--- src/rtl/bus_mux_reg_if.sv ---
// Bundle of bus_mux_reg data and status signals.
//   master : drives the source enables, source data, C immediate and err_clr;
//            observes the registered bus and the conflict status.
//   slave  : the bus_mux_reg side (inputs and outputs reversed).
// Signals:
//   src_en          N_SRC       per-source drive enable
//   src_data        N_SRC*WORD  flat source data, source i at [i*WORD +: WORD]
//   c_en            1           C-immediate drive enable
//   c_field         C_WIDTH     C immediate, two's complement
//   err_clr         1           synchronous clear of the conflict sticky bit and counter
//   bus_out         WORD        registered bus value
//   bus_valid       1           bus_out was loaded from a driver
//   sel_idx         SelW        index of the winning driver (N_SRC = C)
//   conflict        1           more than one driver in the sampled cycle
//   conflict_sticky 1           a conflict has occurred since the last clear
//   conflict_cnt    CNT_W       saturating conflict-cycle count
interface bus_mux_reg_if #(
   parameter int unsigned WORD    = 32,
   parameter int unsigned N_SRC   = 23,
   parameter int unsigned C_WIDTH = 19,
   parameter int unsigned CNT_W   = 8
);
   localparam int unsigned SelW = $clog2(N_SRC + 1);

   logic [N_SRC-1:0]      src_en;
   logic [N_SRC*WORD-1:0] src_data;
   logic                  c_en;
   logic [C_WIDTH-1:0]    c_field;
   logic                  err_clr;
   logic [WORD-1:0]       bus_out;
   logic                  bus_valid;
   logic [SelW-1:0]       sel_idx;
   logic                  conflict;
   logic                  conflict_sticky;
   logic [CNT_W-1:0]      conflict_cnt;

   modport master (
      output src_en, src_data, c_en, c_field, err_clr,
      input  bus_out, bus_valid, sel_idx, conflict, conflict_sticky, conflict_cnt
   );

   modport slave (
      input  src_en, src_data, c_en, c_field, err_clr,
      output bus_out, bus_valid, sel_idx, conflict, conflict_sticky, conflict_cnt
   );
endinterface

--- src/rtl/bus_mux_reg.sv ---
// Registered datapath bus. N_SRC one-hot register sources plus a sign-extended C immediate
// drive a single WORD-wide output register (1-cycle latency). The lowest-indexed asserted
// driver wins (R0 highest priority, C lowest). Also reports multi-driver conflicts with a
// per-cycle flag, a sticky flag and a saturating counter.
// Ports:
//   clk     rising-edge clock
//   clr     asynchronous active-high reset, clears every output register
//   bus_if  bus_mux_reg_if slave modport (sources, enables, C field, err_clr, outputs)
module bus_mux_reg #(
   parameter int unsigned WORD      = 32,
   parameter int unsigned N_SRC     = 23,
   parameter int unsigned C_WIDTH   = 19,
   parameter bit          HOLD_IDLE = 1'b1,
   parameter int unsigned CNT_W     = 8
) (
   input logic            clk,
   input logic            clr,
   bus_mux_reg_if.slave   bus_if
);
   localparam int unsigned SelW = $clog2(N_SRC + 1);
   localparam logic [CNT_W-1:0] CntMax = '1;

   // Sign-extended C immediate; a full-width field needs no extension.
   logic [WORD-1:0] c_sext;
   if (C_WIDTH < WORD) begin : g_sext
      assign c_sext = {{(WORD - C_WIDTH){bus_if.c_field[C_WIDTH-1]}}, bus_if.c_field};
   end else begin : g_nosext
      assign c_sext = bus_if.c_field;
   end

   // Priority select and conflict detection
   logic            win_found;
   logic            multi_drv;
   logic [SelW-1:0] win_idx;
   logic [WORD-1:0] win_data;

   always_comb begin
      win_found = 1'b0;
      multi_drv = 1'b0;
      win_idx   = '0;
      win_data  = '0;
      for (int i = 0; i < N_SRC; i++) begin
         if (bus_if.src_en[i]) begin
            if (win_found) begin
               multi_drv = 1'b1;
            end else begin
               win_found = 1'b1;
               win_idx   = SelW'(i);
               win_data  = bus_if.src_data[i*WORD +: WORD];
            end
         end
      end
      // C is the lowest-priority logical driver, index N_SRC.
      if (bus_if.c_en) begin
         if (win_found) begin
            multi_drv = 1'b1;
         end else begin
            win_found = 1'b1;
            win_idx   = SelW'(N_SRC);
            win_data  = c_sext;
         end
      end
   end

   // Output registers
   logic [WORD-1:0]  bus_q, bus_d;
   logic             valid_q, valid_d;
   logic [SelW-1:0]  sel_q, sel_d;
   logic             conf_q, conf_d;
   logic             sticky_q, sticky_d;
   logic [CNT_W-1:0] cnt_q, cnt_d;

   // Clear-then-count staging so a conflict in the err_clr cycle still registers.
   logic             sticky_base;
   logic [CNT_W-1:0] cnt_base;

   always_comb begin
      bus_d   = bus_q;
      valid_d = 1'b0;
      sel_d   = '0;
      conf_d  = multi_drv;

      if (win_found) begin
         bus_d   = win_data;
         valid_d = 1'b1;
         sel_d   = win_idx;
      end else if (!HOLD_IDLE) begin
         bus_d = '0;
      end

      sticky_base = bus_if.err_clr ? 1'b0 : sticky_q;
      cnt_base    = bus_if.err_clr ? '0 : cnt_q;

      sticky_d = sticky_base | multi_drv;
      cnt_d    = cnt_base;
      if (multi_drv && (cnt_base != CntMax)) begin
         cnt_d = cnt_base + CNT_W'(1);
      end
   end

   always_ff @(posedge clk or posedge clr) begin
      if (clr) begin
         bus_q    <= '0;
         valid_q  <= 1'b0;
         sel_q    <= '0;
         conf_q   <= 1'b0;
         sticky_q <= 1'b0;
         cnt_q    <= '0;
      end else begin
         bus_q    <= bus_d;
         valid_q  <= valid_d;
         sel_q    <= sel_d;
         conf_q   <= conf_d;
         sticky_q <= sticky_d;
         cnt_q    <= cnt_d;
      end
   end

   assign bus_if.bus_out         = bus_q;
   assign bus_if.bus_valid       = valid_q;
   assign bus_if.sel_idx         = sel_q;
   assign bus_if.conflict        = conf_q;
   assign bus_if.conflict_sticky = sticky_q;
   assign bus_if.conflict_cnt    = cnt_q;
endmodule

--- src/flat_wrapper.sv ---
// flat-port wrapper written by rule: the top's interface ports become plain ports
module bus_mux_reg_flat 
#(
   parameter int unsigned WORD      = 32,
   parameter int unsigned N_SRC     = 23,
   parameter int unsigned C_WIDTH   = 19,
   parameter bit          HOLD_IDLE = 1'b1,
   parameter int unsigned CNT_W     = 8
)
  (clk, clr, bus_if_src_en, bus_if_src_data, bus_if_c_en, bus_if_c_field, bus_if_err_clr, bus_if_bus_out, bus_if_bus_valid, bus_if_sel_idx, bus_if_conflict, bus_if_conflict_sticky, bus_if_conflict_cnt);
  bus_mux_reg_if #(.WORD(WORD), .N_SRC(N_SRC), .C_WIDTH(C_WIDTH), .CNT_W(CNT_W)) bus_if_i ();
  input logic clk;
  input logic clr;
  input wire logic [$bits(bus_if_i.src_en)-1:0] bus_if_src_en;
  input wire logic [$bits(bus_if_i.src_data)-1:0] bus_if_src_data;
  input wire logic [$bits(bus_if_i.c_en)-1:0] bus_if_c_en;
  input wire logic [$bits(bus_if_i.c_field)-1:0] bus_if_c_field;
  input wire logic [$bits(bus_if_i.err_clr)-1:0] bus_if_err_clr;
  output wire logic [$bits(bus_if_i.bus_out)-1:0] bus_if_bus_out;
  output wire logic [$bits(bus_if_i.bus_valid)-1:0] bus_if_bus_valid;
  output wire logic [$bits(bus_if_i.sel_idx)-1:0] bus_if_sel_idx;
  output wire logic [$bits(bus_if_i.conflict)-1:0] bus_if_conflict;
  output wire logic [$bits(bus_if_i.conflict_sticky)-1:0] bus_if_conflict_sticky;
  output wire logic [$bits(bus_if_i.conflict_cnt)-1:0] bus_if_conflict_cnt;
  assign bus_if_i.src_en = bus_if_src_en;
  assign bus_if_i.src_data = bus_if_src_data;
  assign bus_if_i.c_en = bus_if_c_en;
  assign bus_if_i.c_field = bus_if_c_field;
  assign bus_if_i.err_clr = bus_if_err_clr;
  assign bus_if_bus_out = bus_if_i.bus_out;
  assign bus_if_bus_valid = bus_if_i.bus_valid;
  assign bus_if_sel_idx = bus_if_i.sel_idx;
  assign bus_if_conflict = bus_if_i.conflict;
  assign bus_if_conflict_sticky = bus_if_i.conflict_sticky;
  assign bus_if_conflict_cnt = bus_if_i.conflict_cnt;
  bus_mux_reg #(.WORD(WORD), .N_SRC(N_SRC), .C_WIDTH(C_WIDTH), .HOLD_IDLE(HOLD_IDLE), .CNT_W(CNT_W)) u_core (.clk(clk), .clr(clr), .bus_if(bus_if_i));
endmodule
--- config.mk ---
export PLATFORM = sky130hd
export DESIGN_NAME = bus_mux_reg_flat
export DESIGN_NICKNAME = d
export VERILOG_FILES = /design/src/rtl/bus_mux_reg_if.sv /design/src/rtl/bus_mux_reg.sv /design/src/flat_wrapper.sv
export SDC_FILE = /design/constraint.sdc
export NUM_CORES = 1
export LEC_CHECK = 0
export ABC_AREA = 1
export CAP_MARGIN = 10
export CORE_AREA = 2 2 319 321
export CTS_CLUSTER_SIZE = 20
export DETAILED_ROUTE_END_ITERATION = 7
export DIE_AREA = 0 0 321 323
export PLACE_DENSITY_LB_ADDON = 0.1
export SYNTH_ARGS = -nofsm -noshare
export SYNTH_HDL_FRONTEND = slang
export SYNTH_SLANG_ARGS = --single-unit
export TNS_END_PERCENT = 1
--- constraint.sdc ---
create_clock -name clk -period 4.19 [get_ports clk]
set_input_delay 0.6285 -clock clk [delete_from_list [all_inputs] [get_ports clk]]
set_output_delay 0.6285 -clock clk [all_outputs]
set_load 0.1 [all_outputs]
==> results.json <==
{
  "finalHoldViolations": 0,
  "cts_hold_buf": 0,
  "grt_antenna_before_repair": 45,
  "postSynthNetCount": 3099,
  "synth_commonest_cells": "nand2_1 (992), inv_1 (319), a21oi_1 (185), o21ai_0 (168), nor2_1 (157)",
  "reg2reg_to": "u_core.bus_if.conflict_cnt[2]",
  "synth.top_cell.area_share_pct": 34.1,
  "tns_ns": 0,
  "grt_pass1_wl_mm": 139,
  "drtPass1Iterations": 5,
  "timing.critical_path.slowest_stage_cell": "clkdlybuf4s50_1",
  "largest_net_degree_at_the_start_of_global_routing": 66,
  "synth_edf_count": 0,
  "netlist_top_cells_area": "nand2_1 (34%), dfrtp_1 (11%), inv_1 (11%), a21oi_1 (8.5%), o21ai_0 (7.7%)",
  "power_density_nw_per_um2": 128,
  "worst_pin_slew_ns": 1.21,
  "status": "finished clean",
  "cpMostUsedCell": "nand2_1",
  "cts_max_level": 2,
  "max_stage_delay_ns": 0.54,
  "count_leader_synth": "nand2_1",
  "chipHeight_microns": 323,
  "worstPathMaxFanout": 20,
  "core.rowCount": 117,
  "worst_path_required_time_ns": 4.40,
  "fillerInstances": 11800,
  "cp.depth": 27,
  "clkSlewWorstSetupHoldPaths_ns": 0.08,
  "fin_crit_share_pct": 89.4,
  "cts.path.max_buffers": 2,
  "critical_path_class": "in2reg",
  "end_kind": "flip-flop",
  "nNetsFinal": 3899,
  "post-route-min-period_ns": 3.75,
  "globalplace.congestion": 0.876,
  "post_synth_inst_count": 2316,
  "post_layout_nonfiller_instances": 4440,
  "cts_resized": 0,
  "totalWireLength_mm": 102,
  "timing.final.setup_violations": 0,
  "wl_per_cell_microns": 23.0,
  "peakVddDrop_mv": 0.142,
  "drv.max_cap_violation_count": 0,
  "layout-area-overhead-vs-synth_pct": 98.9,
  "rr_startpoint": "u_core.bus_if.conflict_cnt[0]",
  "hold_depth": 2,
  "cp_launch_type": "input pin",
  "cts_tree": "built",
  "vias": 17100,
  "clock_sinks": 48,
  "synth_top_area_cell": "nand2_1",
  "worst_slew_margin_rel_pct": 19.2,
  "post_route_cells_drive_above_1_share_pct": 5.13,
  "clock_insertion_delay_worst_skew_ns": 0.32,
  "rsz0062_at_grt": "false",
  "yosys_warning_count": 0,
  "globalRoute.totalOverflow": 0,
  "avgSynthCellArea_sq_um": 4.72,
  "cts_buffer_count": 5,
  "min_delay_worst_endpoint": "u_core.bus_if.bus_out[23]",
  "drcViolationCount": 0,
  "postSynth.asyncResetShare_pct": 100,
  "p_leak_nw": 10.1,
  "worst-endpoint-arrival_ns": 3.96,
  "root_buffer": "clkbuf_16",
  "hpwl_mm": 88.2,
  "io_buffers": 829,
  "register_area_sq_um": 1200,
  "place_worst_setup_slack_ns": -0.00462,
  "ff2ff_path_depth": 9,
  "post-cts-setup-buffer-count": 0,
  "hold_class": "reg2reg",
  "maxClockFrequency_ghz": 0.267,
  "track_usage_pct": 18.9,
  "clock-skew-final_ns": 0.00487,
  "final_antenna_net_count": 0,
  "floorplan.io_pins": 830,
  "core_area_sq_um": 101000,
  "design.die.area_sq_um": 104000,
  "worst-r2r-setup-slack_ns": 2.03,
  "drt-initial-drc-count": 832,
  "area_of_combinational_cells_with_multiple_inputs_sq_um": 8010,
  "viasPerCell": 3.86,
  "post_synth_instance_area_sq_um": 10900,
  "finalMaxSlewViolations": 0,
  "final_critical_path_setup_slack_ns": 0.443,
  "synth.lib_cells_used.distinct": 43,
  "postSynth.topFlopCell": "dfrtp_1",
  "cp_num_buf_inv": 4,
  "die_w_microns": 321,
  "hold_path.startpoint": "u_core.bus_if.bus_out[23]",
  "initial_core_util_pct": 10.9,
  "cp_top_family": "simple AND/OR/NAND/NOR gates",
  "synth_seq_area_share_pct": 11.0,
  "post-place-cells": 4418,
  "via_count_of_the_first_global_routing_pass": 17800,
  "ys_seq_elements": 48,
  "p_total_mw": 2.79
}
-- worst max-delay path by stage --
stage	from	endpoint	slack [ns]
finish	bus_if_src_en[0]	u_core.bus_if.bus_out[8]	0.44
global route	bus_if_src_en[0]	u_core.bus_if.bus_out[14]	0.03
CTS	bus_if_src_en[0]	u_core.bus_if.bus_out[14]	0.31
detailed placement	bus_if_src_en[0]	u_core.bus_if.bus_out[14]	-0.005
global placement	bus_if_src_en[0]	u_core.bus_if.bus_out[8]	0.01
floorplan	bus_if_src_en[0]	u_core.bus_if.bus_out[0]	1.03
-- flip-flops by register name (all words and copies together) (netlist names) --
name and flops:
u_core.bus_if.conflict_cnt 8, u_core.bus_if.bus_out 32, u_core.bus_if.conflict 1, u_core.bus_if.bus_valid 1
u_core.bus_if.conflict_sticky 1, u_core.bus_if.sel_idx 5
-- final cells by class --
cell class / count / area share [%]
clock buffers: 6 / 0.639
clock inverters: 2 / 0.0690
diodes: 14 / 0.161
multi-input cells: 1800 / 36.8
repair buffers: 938 / 43.7
inverters: 323 / 5.57
well taps: 1309 / 7.53
flip-flops and latches: 48 / 5.52
-- layout by cell type (no fill, tap or decap), drive strengths merged, types with 34 or more instances in the layout --
master         count
clkdlybuf4s50    827
a31oi             45
a21oi            185
dfrtp             48
nor2             166
inv              322
buf              111
or2               34
o21ai            169
nand3            139
nand2            999
-- kinds of logic (layout without fill, tap and decap cells) --
| logic type | after synthesis | count (layout) | synth area share, % |
|---|---|---|---|
| other | 0 | 14 | 0 |
| AND/OR/NAND/NOR | 1351 | 1351 | 50.3 |
| XOR/XNOR | 6 | 6 | 0.481 |
| buffers and inverters | 468 | 1269 | 16.4 |
| AO/OA/AOI/OAI | 442 | 442 | 21.8 |
| adder cells (fa/ha/maj) | 1 | 1 | 0.114 |
| flip-flops | 48 | 48 | 11.0 |
-- stage by stage --
stage               cell area (sq um)  hold slack (ns)  utilization (%)
floorplan                       10900            0.749                -
CTS                             21700            0.502             21.6
finish                          21700            0.495             21.6
global route                    21700            0.516             21.6
global placement                21600            0.471             21.4
detailed placement              21600            0.478             21.4
-- where the power goes --
group	switching, mW	total, mW	internal [mW]
Combinational	0.921	1.79	0.869
Sequential	0.0259	0.528	0.502
Clock	0.236	0.475	0.240
-- metal layers --
| metal | vias to the layer above | global-route usage, % | part of all wire, % |
|---|---|---|---|
| met3 | 88 | 4.78 | 6.1 |
| met5 | - | 0 | 0.34 |
| met1 | 7742 | 22.1 | 41 |
| li1 | 8784 | - | - |
| met2 | 449 | 35.2 | 52 |
| met4 | 54 | 2.11 | 0.73 |
-- tightest hold or removal path: stages (launching register included) --
cell and delay (ns):
dfrtp_1 0.35, a21oi_1 0.06, nand2_1 0.05
(Power assumes the default switching activity.)
